[config.mk]
export PLATFORM = sky130hd
export DESIGN_NAME = tap_tempo_div
export DESIGN_NICKNAME = d
export VERILOG_FILES = /design/src/rtl/tap_tempo_div.sv
export SDC_FILE = /design/constraint.sdc
export NUM_CORES = 1
export LEC_CHECK = 0
export CAP_MARGIN = 20
export CORE_MARGIN = 4
export CORE_UTILIZATION = 42
export CTS_CLUSTER_SIZE = 8
export DETAILED_ROUTE_END_ITERATION = 10
export PLACE_DENSITY = 0.67
export REMOVE_ABC_BUFFERS = 1
export SYNTH_ARGS = -nofsm -noshare
export SYNTH_HDL_FRONTEND = slang
export SYNTH_SLANG_ARGS = --single-unit
[constraint.sdc]
create_clock -name clk -period 8.3 [get_ports clk]
set_clock_uncertainty 0.1 [all_clocks]
set_input_delay 1.66 -clock clk [delete_from_list [all_inputs] [get_ports clk]]
set_output_delay 1.66 -clock clk [all_outputs]
set_load 0.01 [all_outputs]
[src/rtl/tap_tempo_div.sv]
`default_nettype none
// ============================================================================
//  Module   : tap_tempo_div
//  Purpose  : Measures the interval between taps on a tempo button and turns
//             it into the 12-bit divisor for the downstream variable clock
//             divider. Includes a 2-flop synchroniser, lockout debounce,
//             timeout back to idle, and hold-last-divisor when idle.
//  Ports    : clk        - system clock
//             reset      - asynchronous, active-high reset
//             tap_in     - raw button level, asynchronous to clk
//             div_clock  - current divisor in measurement ticks (registered)
//             div_valid  - one-cycle pulse on every accepted measurement
//             tap_seen   - one-cycle pulse on every accepted tap
//             locked     - high while a measured tempo is in force
//  Options  : TAP_AVG_EN - when defined, each new divisor is the average of
//             the previous and current measurement (first one after idle is
//             taken directly).
//  Revision : 1.0 - initial release
// ============================================================================
module tap_tempo_div #(
  parameter int          PRESCALE      = 256,
  parameter int          LOCKOUT_TICKS = 4,
  parameter logic [11:0] MIN_DIV       = 12'd2,
  parameter logic [11:0] DEFAULT_DIV   = 12'd500
) (
  input  logic        clk,
  input  logic        reset,
  input  logic        tap_in,
  output logic [11:0] div_clock,
  output logic        div_valid,
  output logic        tap_seen,
  output logic        locked
);

  localparam int               PRE_W       = $clog2(PRESCALE);
  localparam logic [PRE_W-1:0] PRE_LAST    = PRE_W'(PRESCALE - 1);
  localparam int               LK_W        = (LOCKOUT_TICKS > 0) ? $clog2(LOCKOUT_TICKS + 1) : 1;
  localparam logic [LK_W-1:0]  LK_LOAD     = LK_W'(LOCKOUT_TICKS);
  localparam logic [11:0]      CNT_MAX     = 12'hFFF;
  localparam logic [11:0]      CNT_TIMEOUT = 12'hFFE;

  typedef enum logic [0:0] {
    ST_IDLE    = 1'b0,
    ST_MEASURE = 1'b1
  } state_t;

  // Registered state
  logic             s1_q, s2_q, s3_q;
  logic             s1_d, s2_d, s3_d;
  state_t           state_q, state_d;
  logic [PRE_W-1:0] pre_cnt_q, pre_cnt_d;
  logic [LK_W-1:0]  lockout_cnt_q, lockout_cnt_d;
  logic [11:0]      int_cnt_q, int_cnt_d;
  logic [11:0]      div_clock_q, div_clock_d;
  logic             div_valid_q, div_valid_d;
  logic             tap_seen_q, tap_seen_d;
  logic             locked_q, locked_d;
`ifdef TAP_AVG_EN
  logic [11:0]      prev_meas_q, prev_meas_d;
  logic             have_prev_q, have_prev_d;
`endif

  // Combinational decode
  logic        rise;
  logic        tick;
  logic        acc;
  logic [12:0] meas_raw;
  logic [11:0] meas;
  logic        start;     // accepted tap while idle
  logic        take;      // accepted tap that produces a measurement
  logic        acc_eff;   // tap that actually restarts the counters
  logic        timeout;
  logic [11:0] new_div;

  always_comb begin
    s1_d = tap_in;
    s2_d = s1_q;
    s3_d = s2_q;

    rise = s2_q & ~s3_q;
    tick = (pre_cnt_q == PRE_LAST);
    acc  = rise & (lockout_cnt_q == '0);

    // A tick coinciding with the tap is counted in the measurement.
    meas_raw = {1'b0, int_cnt_q} + {12'b0, tick};
    meas     = meas_raw[12] ? CNT_MAX : meas_raw[11:0];

    start   = acc && (state_q == ST_IDLE);
    // Too-short intervals in MEASURE are dropped without side effects.
    take    = acc && (state_q == ST_MEASURE) && (meas >= MIN_DIV);
    acc_eff = start | take;
    // A tap landing on the timeout tick wins and measures 4095.
    timeout = (state_q == ST_MEASURE) && tick && (int_cnt_q == CNT_TIMEOUT) && !take;

`ifdef TAP_AVG_EN
    new_div = have_prev_q ? 12'(({1'b0, prev_meas_q} + {1'b0, meas}) >> 1) : meas;
`else
    new_div = meas;
`endif

    // Prescaler
    if (acc_eff || tick) pre_cnt_d = '0;
    else                 pre_cnt_d = pre_cnt_q + 1'b1;

    // Lockout
    if (acc_eff)                             lockout_cnt_d = LK_LOAD;
    else if (tick && (lockout_cnt_q != '0))  lockout_cnt_d = lockout_cnt_q - 1'b1;
    else                                     lockout_cnt_d = lockout_cnt_q;

    // Interval counter, saturating
    if (acc_eff)                             int_cnt_d = '0;
    else if (tick && (int_cnt_q != CNT_MAX)) int_cnt_d = int_cnt_q + 1'b1;
    else                                     int_cnt_d = int_cnt_q;

    // State and outputs
    state_d     = state_q;
    div_clock_d = div_clock_q;
    locked_d    = locked_q;
    div_valid_d = take;
    tap_seen_d  = acc_eff;
    if (start) begin
      state_d = ST_MEASURE;
    end else if (take) begin
      state_d     = ST_MEASURE;
      div_clock_d = new_div;
      locked_d    = 1'b1;
    end else if (timeout) begin
      state_d  = ST_IDLE;
      locked_d = 1'b0;
    end

`ifdef TAP_AVG_EN
    prev_meas_d = take ? meas : prev_meas_q;
    if (take)         have_prev_d = 1'b1;
    else if (timeout) have_prev_d = 1'b0;
    else              have_prev_d = have_prev_q;
`endif
  end

  always_ff @(posedge clk or posedge reset) begin
    if (reset) begin
      s1_q          <= 1'b0;
      s2_q          <= 1'b0;
      s3_q          <= 1'b0;
      state_q       <= ST_IDLE;
      pre_cnt_q     <= '0;
      lockout_cnt_q <= '0;
      int_cnt_q     <= '0;
      div_clock_q   <= DEFAULT_DIV;
      div_valid_q   <= 1'b0;
      tap_seen_q    <= 1'b0;
      locked_q      <= 1'b0;
`ifdef TAP_AVG_EN
      prev_meas_q   <= '0;
      have_prev_q   <= 1'b0;
`endif
    end else begin
      s1_q          <= s1_d;
      s2_q          <= s2_d;
      s3_q          <= s3_d;
      state_q       <= state_d;
      pre_cnt_q     <= pre_cnt_d;
      lockout_cnt_q <= lockout_cnt_d;
      int_cnt_q     <= int_cnt_d;
      div_clock_q   <= div_clock_d;
      div_valid_q   <= div_valid_d;
      tap_seen_q    <= tap_seen_d;
      locked_q      <= locked_d;
`ifdef TAP_AVG_EN
      prev_meas_q   <= prev_meas_d;
      have_prev_q   <= have_prev_d;
`endif
    end
  end

  assign div_clock = div_clock_q;
  assign div_valid = div_valid_q;
  assign tap_seen  = tap_seen_q;
  assign locked    = locked_q;

endmodule
`default_nettype wire

==> results.rst, run 1 <==
.. list-table::
   :header-rows: 1

   * - Metric
     - Value
   * - Result of the run
     - finished, final reports clean
   * - Vias in the first global route
     - ~1600
   * - Sequence of cells on the critical path
     - ha_1, nand4_1, inv_1, ha_1, ha_1, nand4_4, nor4_1, o32ai_1, or4_4, o21bai_2, mux2_1
   * - Initial Util
     - 0.443
   * - Max_cap viols
     - 0
   * - Ratio of routed vias to standard cells
     - 5.38
   * - Count of cell instances traversed by the critical path
     - 11
   * - Period utilization
     - 0.492
   * - Clock-pin slew on the worst setup and hold paths
     - 0.09 ns
   * - Die ar.
     - roughly 6700 µm²
   * - Worst Path Buf+Inv
     - 1
   * - Global routing usage on met1
     - 0.194
   * - Maximum number of pins on one net before global-route repair
     - 43
   * - Worst-path fanout max
     - 12
   * - Placed standard-cell area
     - about 2500 µm²
   * - Number of failing hold endpoints at the final stage
     - 0
   * - Hold/Removal Path Class
     - reg -> reg
   * - Worst Hold Margin
     - 0.262 ns
   * - Comb pwr share
     - 0.143
   * - Time the final worst path needs with I/O delays and setup
     - 4.08 ns
   * - Number of antenna violations at the first check in global routing
     - 0
   * - Critical Path Sink Type
     - flip-flop
   * - Worst path top cell family by delay
     - simple AND/OR/NAND/NOR gates
   * - Number of I/O port buffers
     - 17
   * - First-pass DRT Iterations
     - 4
   * - Total length of routed wires
     - about 4.6 mm
   * - Post-synthesis cell area
     - 2300 µm²
   * - Number of different library cells in the post-synthesis netlist
     - 47
   * - Post-place setup slack
     - 4.23 ns
   * - Internal power summed over all cells
     - 0.315 mW
   * - Clk root buf
     - clkbuf_8
   * - Core ar.
     - roughly 5200 µm²
   * - Switching Power
     - 0.126 mW
   * - Number of standard cells in the final layout excluding fillers
     - 316
   * - Switching portion of total power
     - 0.285
   * - Congestion Overflow GR
     - 0
   * - Per-instance average area after synthesis
     - around 9.9 µm²
   * - Clock buffer count from CTS
     - 5
   * - Crit Path Class
     - reg -> reg
   * - Worst IR Drop VDD
     - 0.185 mV
   * - Share of synthesized area occupied by flip-flops and latches
     - 0.460
   * - Most numerous cell types in the synthesized netlist
     - 36 x dfrtp_1, 26 x nor2_1, 16 x nand3_1, 15 x nand2_1, 14 x xnor2_1
   * - Slowest Stage Delay on Critical Path
     - 0.47 ns
   * - Relative contribution of the clock network to total power
     - 0.296
   * - Number of sinks on the clock net
     - 42
   * - Post-CTS Setup Bufs
     - 0
   * - Synth top area share
     - 0.391
   * - Slowest cell on the critical path
     - dfrtp_1
   * - Std cell rows
     - 26
   * - Destination of the worst hold path
     - s2_q
   * - Routed len/inst
     - 14.4 µm
   * - Grt met3 use
     - 0.0329
   * - Final core occ
     - 0.496
   * - Number of synthesized register bits
     - 42
   * - Most frequently used cell type in the post-synthesis netlist
     - dfrtp_1
   * - WHS Path Cells
     - 0
   * - Final count of negative-setup-slack endpoints
     - 0
   * - Normalized max-slew margin
     - 0.448
   * - Final HPWL from detailed placement
     - 3.21 mm
   * - Synthesized instance count
     - 232
   * - Worst flop-to-flop path startpoint
     - pre_cnt_q[0]
   * - Most frequent CP cell
     - ha_1
   * - Post-route cell area
     - 2580 µm²
   * - Count of antenna-violating nets left after detailed routing
     - 0
   * - RSZ-0062 raised after global routing
     - false
   * - Number of inserted diodes
     - 0
   * - DR vias
     - 1700
   * - Area contributors post-synth
     - dfrtp_1 39%, dfstp_2 6.8%, xnor2_1 5.3%
   * - Maximum clock insertion buffer count
     - 2
   * - Height of the chip
     - 82.1 µm
   * - Worst reg-to-reg path cell count
     - 11
   * - Number of enable flip-flop cells after synthesis
     - 0
   * - Global-route wire length before repair
     - between 7 and 8 mm
   * - Yosys warns
     - 0
   * - Number of cells in the design after placement
     - 308
   * - Combined global-route utilization of all metal layers
     - 0.148
   * - Data arrival time of the worst path
     - 4.17 ns
   * - Number of pins with negative max-slew slack in the final report
     - 0
   * - Weighted congestion at the end of routability-driven global placement
     - 0.873
   * - Clock tree from TritonCTS
     - done
   * - Met2 track utilization from global routing
     - 0.247
   * - Nets@finish
     - 255
   * - Required time at the endpoint of the critical path
     - around 8.4 ns
   * - Die Span X
     - 82.1 µm
   * - Routing layer with the top usage in global route
     - met2
   * - Reg-to-reg slack, setup
     - between 4 and 5 ns
   * - Total power density per cell area
     - 171 nW/µm²
   * - Async set-or-reset flop fraction in the synthesized netlist
     - 1.00
   * - Critical Path Source Type
     - flip-flop
   * - Synth-to-layout area growth
     - 12.1%
   * - Most frequently used flop master after synthesis
     - dfrtp_1
   * - Fillcell total
     - 491
   * - Setup_tns
     - 0 ns
   * - Biggest area consumer among synthesized cells
     - dfrtp_1
   * - Achievable Freq
     - 0.245 GHz
   * - Number of gates resized after CTS
     - 0
   * - H-tree levels
     - 2
   * - I/O pin count
     - 18
   * - Insertion delay to the later sink of the worst-skew pair
     - 0.30 ns
   * - DRC violations left
     - 0
   * - Final worst-path setup slack
     - 4.22 ns
   * - Transition at the pin with the smallest max-transition slack
     - 0.821 ns
   * - Share of layout cells above drive strength 1
     - 0.114
   * - Hold path start
     - s1_q
   * - Number of violations reported at the end of detailed-routing iteration 0
     - 104
   * - FF-to-FF End
     - div_clock[0]
   * - Post-CTS Hold Buffers
     - 0
   * - Leakage component of the power
     - 1.17 nW
   * - Sequential group share of total power
     - 0.562
   * - Post-layout power
     - 0.441 mW
==> worst max path at each step <==
stage                       from      endpoint  slack (ns)
finish              pre_cnt_q[0]  div_clock[0]        4.22
global route        pre_cnt_q[0]  div_clock[0]        3.88
CTS                 pre_cnt_q[0]  div_clock[0]        4.21
detailed placement  pre_cnt_q[0]  div_clock[0]        4.23
global placement    pre_cnt_q[0]  div_clock[0]        4.45
floorplan           pre_cnt_q[0]  div_clock[0]        4.73
==> worst register-to-register path: stages, from the launching register on <==
cell,delay (ns)
dfrtp_1,0.47
ha_1,0.29
nand4_1,0.25
inv_1,0.31
ha_1,0.25
ha_1,0.36
nand4_4,0.18
nor4_1,0.33
o32ai_1,0.13
or4_4,0.46
o21bai_2,0.46
mux2_1,0.37
==> per-layer routing <==
metal	up-vias	share of wire
li1	842	-
met1	823	0.45
met2	31	0.51
met3	4	0.029
met4	0	0.0066
met5	-	0
==> registers in the layout, summed over array words and instances (netlist names) <==
| signal | flops |
|---|---|
| lockout_cnt_q | 3 |
| s1_q | 1 |
| div_valid | 1 |
| int_cnt_q | 12 |
| s2_q | 1 |
| tap_seen | 1 |
| pre_cnt_q | 8 |
| s3_q | 1 |
| locked | 1 |
| div_clock | 12 |
| state_q | 1 |
==> cells by family (layout without fill, tap and decap cells) <==
| group | count (synthesis) | count (layout) | share of synthesized area |
|---|---|---|---|
| muxes | 6 | 6 | 0.0277 |
| AOI/OAI and AO/OA | 37 | 37 | 0.118 |
| xor gates and xnor gates | 21 | 21 | 0.0798 |
| adders and majority gates | 7 | 7 | 0.0380 |
| DFF | 42 | 42 | 0.460 |
| buffers and inverters | 21 | 35 | 0.0462 |
| and+or+nand+nor | 98 | 98 | 0.231 |
==> power by group through the flow <==
stage / clock (mW) / sequential [mW] / combinational [mW]
6_report: 0.130 / 0.248 / 0.0629
5_1_grt: 0.142 / 0.251 / 0.0734
4_1_cts: 0.134 / 0.246 / 0.0639
3_5_place_dp: 0 / 0.250 / 0.0632
3_3_place_gp: 0 / 0.249 / 0.0630
2_1_floorplan: 0 / 0.246 / 0.0508
==> cell type report <==
class,count,area (µm²),area share
inverter,9,33.8,0.0131
clock inverter,2,13.8,0.00533
clock buffer,6,72.6,0.0281
timing repair buffer,18,178,0.0688
tap,70,87.6,0.0339
sequential,42,1060,0.410
multi-input combinational,169,1140,0.441
==> layout by cell type (no fill, tap or decap), drive strengths merged, types with 8 or more instances in the layout <==
cell type      instances
xnor2                 14
a21o                   8
inv                    9
dfrtp                 36
nand3                 17
clkdlybuf4s50         17
nand2                 15
nor2                  26
nor3                  10
a21oi                 11
Note: power is estimated with default switching activity, not from simulation.
==> inputs of run 2 (changes only) <==
==> constraint.sdc (replaced) <==
create_clock -name clk -period 4.1 [get_ports clk]
set_clock_uncertainty 0.1 [all_clocks]
set_input_delay 0.82 -clock clk [delete_from_list [all_inputs] [get_ports clk]]
set_output_delay 0.82 -clock clk [all_outputs]
set_load 0.01 [all_outputs]
==> run 2 against run 1 <==
Against the previous run:
- power is 120% higher
- critical path type unchanged
- hold slack worse by 0.0038 ns
- sequential share of layout area is 0.65 points lower
==> results.rst, run 2 (synthesized netlist as in run 1, its figures left out) <==
.. list-table::
   :header-rows: 1

   * - Metric
     - Value
   * - Nets@finish
     - 257 (was 255)
   * - DR vias
     - 1697 (was 1700)
   * - Post-place setup slack
     - 0.383 ns (was 4.23 ns)
   * - Count of antenna-violating nets left after detailed routing
     - 0 (unchanged)
   * - Clock tree from TritonCTS
     - done (unchanged)
   * - Core ar.
     - 5200 µm² (unchanged)
   * - Hold path start
     - s1_q (unchanged)
   * - Number of pins with negative max-slew slack in the final report
     - 0 (unchanged)
   * - Maximum clock insertion buffer count
     - 2 (unchanged)
   * - WHS Path Cells
     - 0 (unchanged)
   * - Reg-to-reg slack, setup
     - 0.37 ns (was 4.22 ns)
   * - Synth-to-layout area growth
     - 13.9% (was 12.1%)
   * - Final core occ
     - 0.504 (was 0.496)
   * - Worst Hold Margin
     - 0.259 ns (was 0.262 ns)
   * - Ratio of routed vias to standard cells
     - 5.34 (was 5.38)
   * - DRC violations left
     - 0 (unchanged)
   * - Crit Path Class
     - reg -> reg (unchanged)
   * - Leakage component of the power
     - 1.19 nW (was 1.17 nW)
   * - Combined global-route utilization of all metal layers
     - 0.152 (was 0.148)
   * - Number of antenna violations at the first check in global routing
     - 0 (unchanged)
   * - Number of standard cells in the final layout excluding fillers
     - 318 (was 316)
   * - Total power density per cell area
     - 365 nW/µm² (was 171 nW/µm²)
   * - Achievable Freq
     - 0.268 GHz (was 0.245 GHz)
   * - Worst IR Drop VDD
     - 0.344 mV (was 0.185 mV)
   * - Worst flop-to-flop path startpoint
     - pre_cnt_q[0] (unchanged)
   * - H-tree levels
     - 2 (unchanged)
   * - Required time at the endpoint of the critical path
     - 4.19 ns (was 8.39 ns)
   * - Die ar.
     - 6730 µm² (unchanged)
   * - Result of the run
     - finished, final reports clean (unchanged)
   * - Vias in the first global route
     - 1585 (was 1638)
   * - First-pass DRT Iterations
     - 5 (was 4)
   * - RSZ-0062 raised after global routing
     - false (unchanged)
   * - Post-CTS Hold Buffers
     - 0 (unchanged)
   * - Clock-pin slew on the worst setup and hold paths
     - 0.08 ns (was 0.09 ns)
   * - Number of inserted diodes
     - 0 (unchanged)
   * - Share of layout cells above drive strength 1
     - 0.125 (was 0.114)
   * - Period utilization
     - 0.910 (was 0.492)
   * - Congestion Overflow GR
     - 0 (unchanged)
   * - Normalized max-slew margin
     - 0.451 (was 0.448)
   * - Die Span X
     - 82.1 µm (unchanged)
   * - Initial Util
     - 0.443 (unchanged)
   * - Clk root buf
     - clkbuf_8 (unchanged)
   * - Time the final worst path needs with I/O delays and setup
     - 3.73 ns (was 4.08 ns)
   * - FF-to-FF End
     - lockout_cnt_q[2] (was div_clock[0])
   * - Hold/Removal Path Class
     - reg -> reg (unchanged)
   * - Number of violations reported at the end of detailed-routing iteration 0
     - 121 (was 104)
   * - Worst reg-to-reg path cell count
     - 11 (unchanged)
   * - Number of sinks on the clock net
     - 42 (unchanged)
   * - Routed len/inst
     - 13.9 µm (was 14.4 µm)
   * - Weighted congestion at the end of routability-driven global placement
     - 0.860 (was 0.873)
   * - Number of cells in the design after placement
     - 310 (was 308)
   * - Worst-path fanout max
     - 25 (was 12)
   * - Final HPWL from detailed placement
     - 3.19 mm (was 3.21 mm)
   * - Total length of routed wires
     - 4.41 mm (was 4.55 mm)
   * - Final count of negative-setup-slack endpoints
     - 0 (unchanged)
   * - Insertion delay to the later sink of the worst-skew pair
     - 0.30 ns (about the same)
   * - Std cell rows
     - 26 (unchanged)
   * - Max_cap viols
     - 0 (unchanged)
   * - Global-route wire length before repair
     - 7.69 mm (was 7.66 mm)
   * - Number of I/O port buffers
     - 17 (unchanged)
   * - Height of the chip
     - 82.1 µm (unchanged)
   * - Clock buffer count from CTS
     - 5 (unchanged)
   * - Leading cell type in the layout, fill and taps excluded
     - dfrtp_1 (unchanged)
   * - Setup_tns
     - 0 ns (unchanged)
   * - Number of failing hold endpoints at the final stage
     - 0 (unchanged)
   * - Final worst-path setup slack
     - 0.371 ns (was 4.22 ns)
   * - Critical Path Source Type
     - flip-flop (unchanged)
   * - Most used cells in the layout excluding fill and tap cells
     - 36 x dfrtp_1, 26 x nor2_1, 17 x clkdlybuf4s50_1, 16 x nand3_1, 15 x nand2_1 (unchanged)
   * - Transition at the pin with the smallest max-transition slack
     - 0.823 ns (was 0.821 ns)
   * - Number of gates resized after CTS
     - 0 (unchanged)
   * - Data arrival time of the worst path
     - 3.82 ns (was 4.17 ns)
   * - I/O pin count
     - 18 (unchanged)
   * - Post-CTS Setup Bufs
     - 0 (unchanged)
   * - Destination of the worst hold path
     - s2_q (unchanged)
   * - Maximum number of pins on one net before global-route repair
     - 26 (was 43)
   * - Critical Path Sink Type
     - flip-flop (unchanged)
-- run 2: worst max-delay path, stage by stage (launching register included) --
cell and delay [ns]:
dfrtp_1 0.46, ha_1 0.28, nand4_1 0.24, inv_1 0.14, ha_1 0.19, ha_1 0.35, nand4_4 0.18, nor4_2 0.32
o32ai_1 0.14, or4_4 0.47, o31a_4 0.48, a211o_1 0.26
-- run 2: cell type report --
cell class | instances | area [µm²]
Timing Repair Buffer | 20 | 193
Clock buffer | 5 | 68.8
Inverter | 9 | 33.8
Fill cell | 500 | 2580
Sequential cell | 42 | 1060
Tap cell | 70 | 87.6
Clock inverter | 3 | 43.8
Multi-Input combinational cell | 169 | 1140
-- run 2: how the worst max path moves through the flow --
stage,startpoint,to,slack [ns],cells past startpoint
3_3_place_gp,pre_cnt_q[0],lockout_cnt_q[2],0.48,11
5_1_grt,pre_cnt_q[0],div_clock[0],0.01,11
4_1_cts,pre_cnt_q[0],div_clock[0],0.36,11
2_1_floorplan,pre_cnt_q[0],div_clock[0],0.53,11
3_5_place_dp,pre_cnt_q[0],div_clock[0],0.38,11
6_report,pre_cnt_q[0],lockout_cnt_q[2],0.37,11
-- run 2: stage by stage --
| step | area [µm²] | power, mW |
|---|---|---|
| final | 2620 | 0.956 |
| after global routing | 2620 | 1.01 |
| after CTS | 2620 | 0.968 |
| after detailed placement | 2510 | 0.633 |
| after global placement | 2510 | 0.630 |
| after floorplan | 2230 | 0.600 |
-- run 2: report_power, final --
| group | total (mW) | internal, mW | switching [mW] |
|---|---|---|---|
| combinational | 0.126 | 0.0612 | 0.0648 |
| sequential | 0.498 | 0.456 | 0.0421 |
| clock | 0.332 | 0.183 | 0.149 |
-- run 2: routing by layer --
metal,vias to the layer above,global-route usage,share of wire
met3,4,0.0461,0.034
met2,25,0.241,0.50
met4,0,0.0399,0.0084
met5,-,0,0
li1,843,-,-
met1,825,0.203,0.46
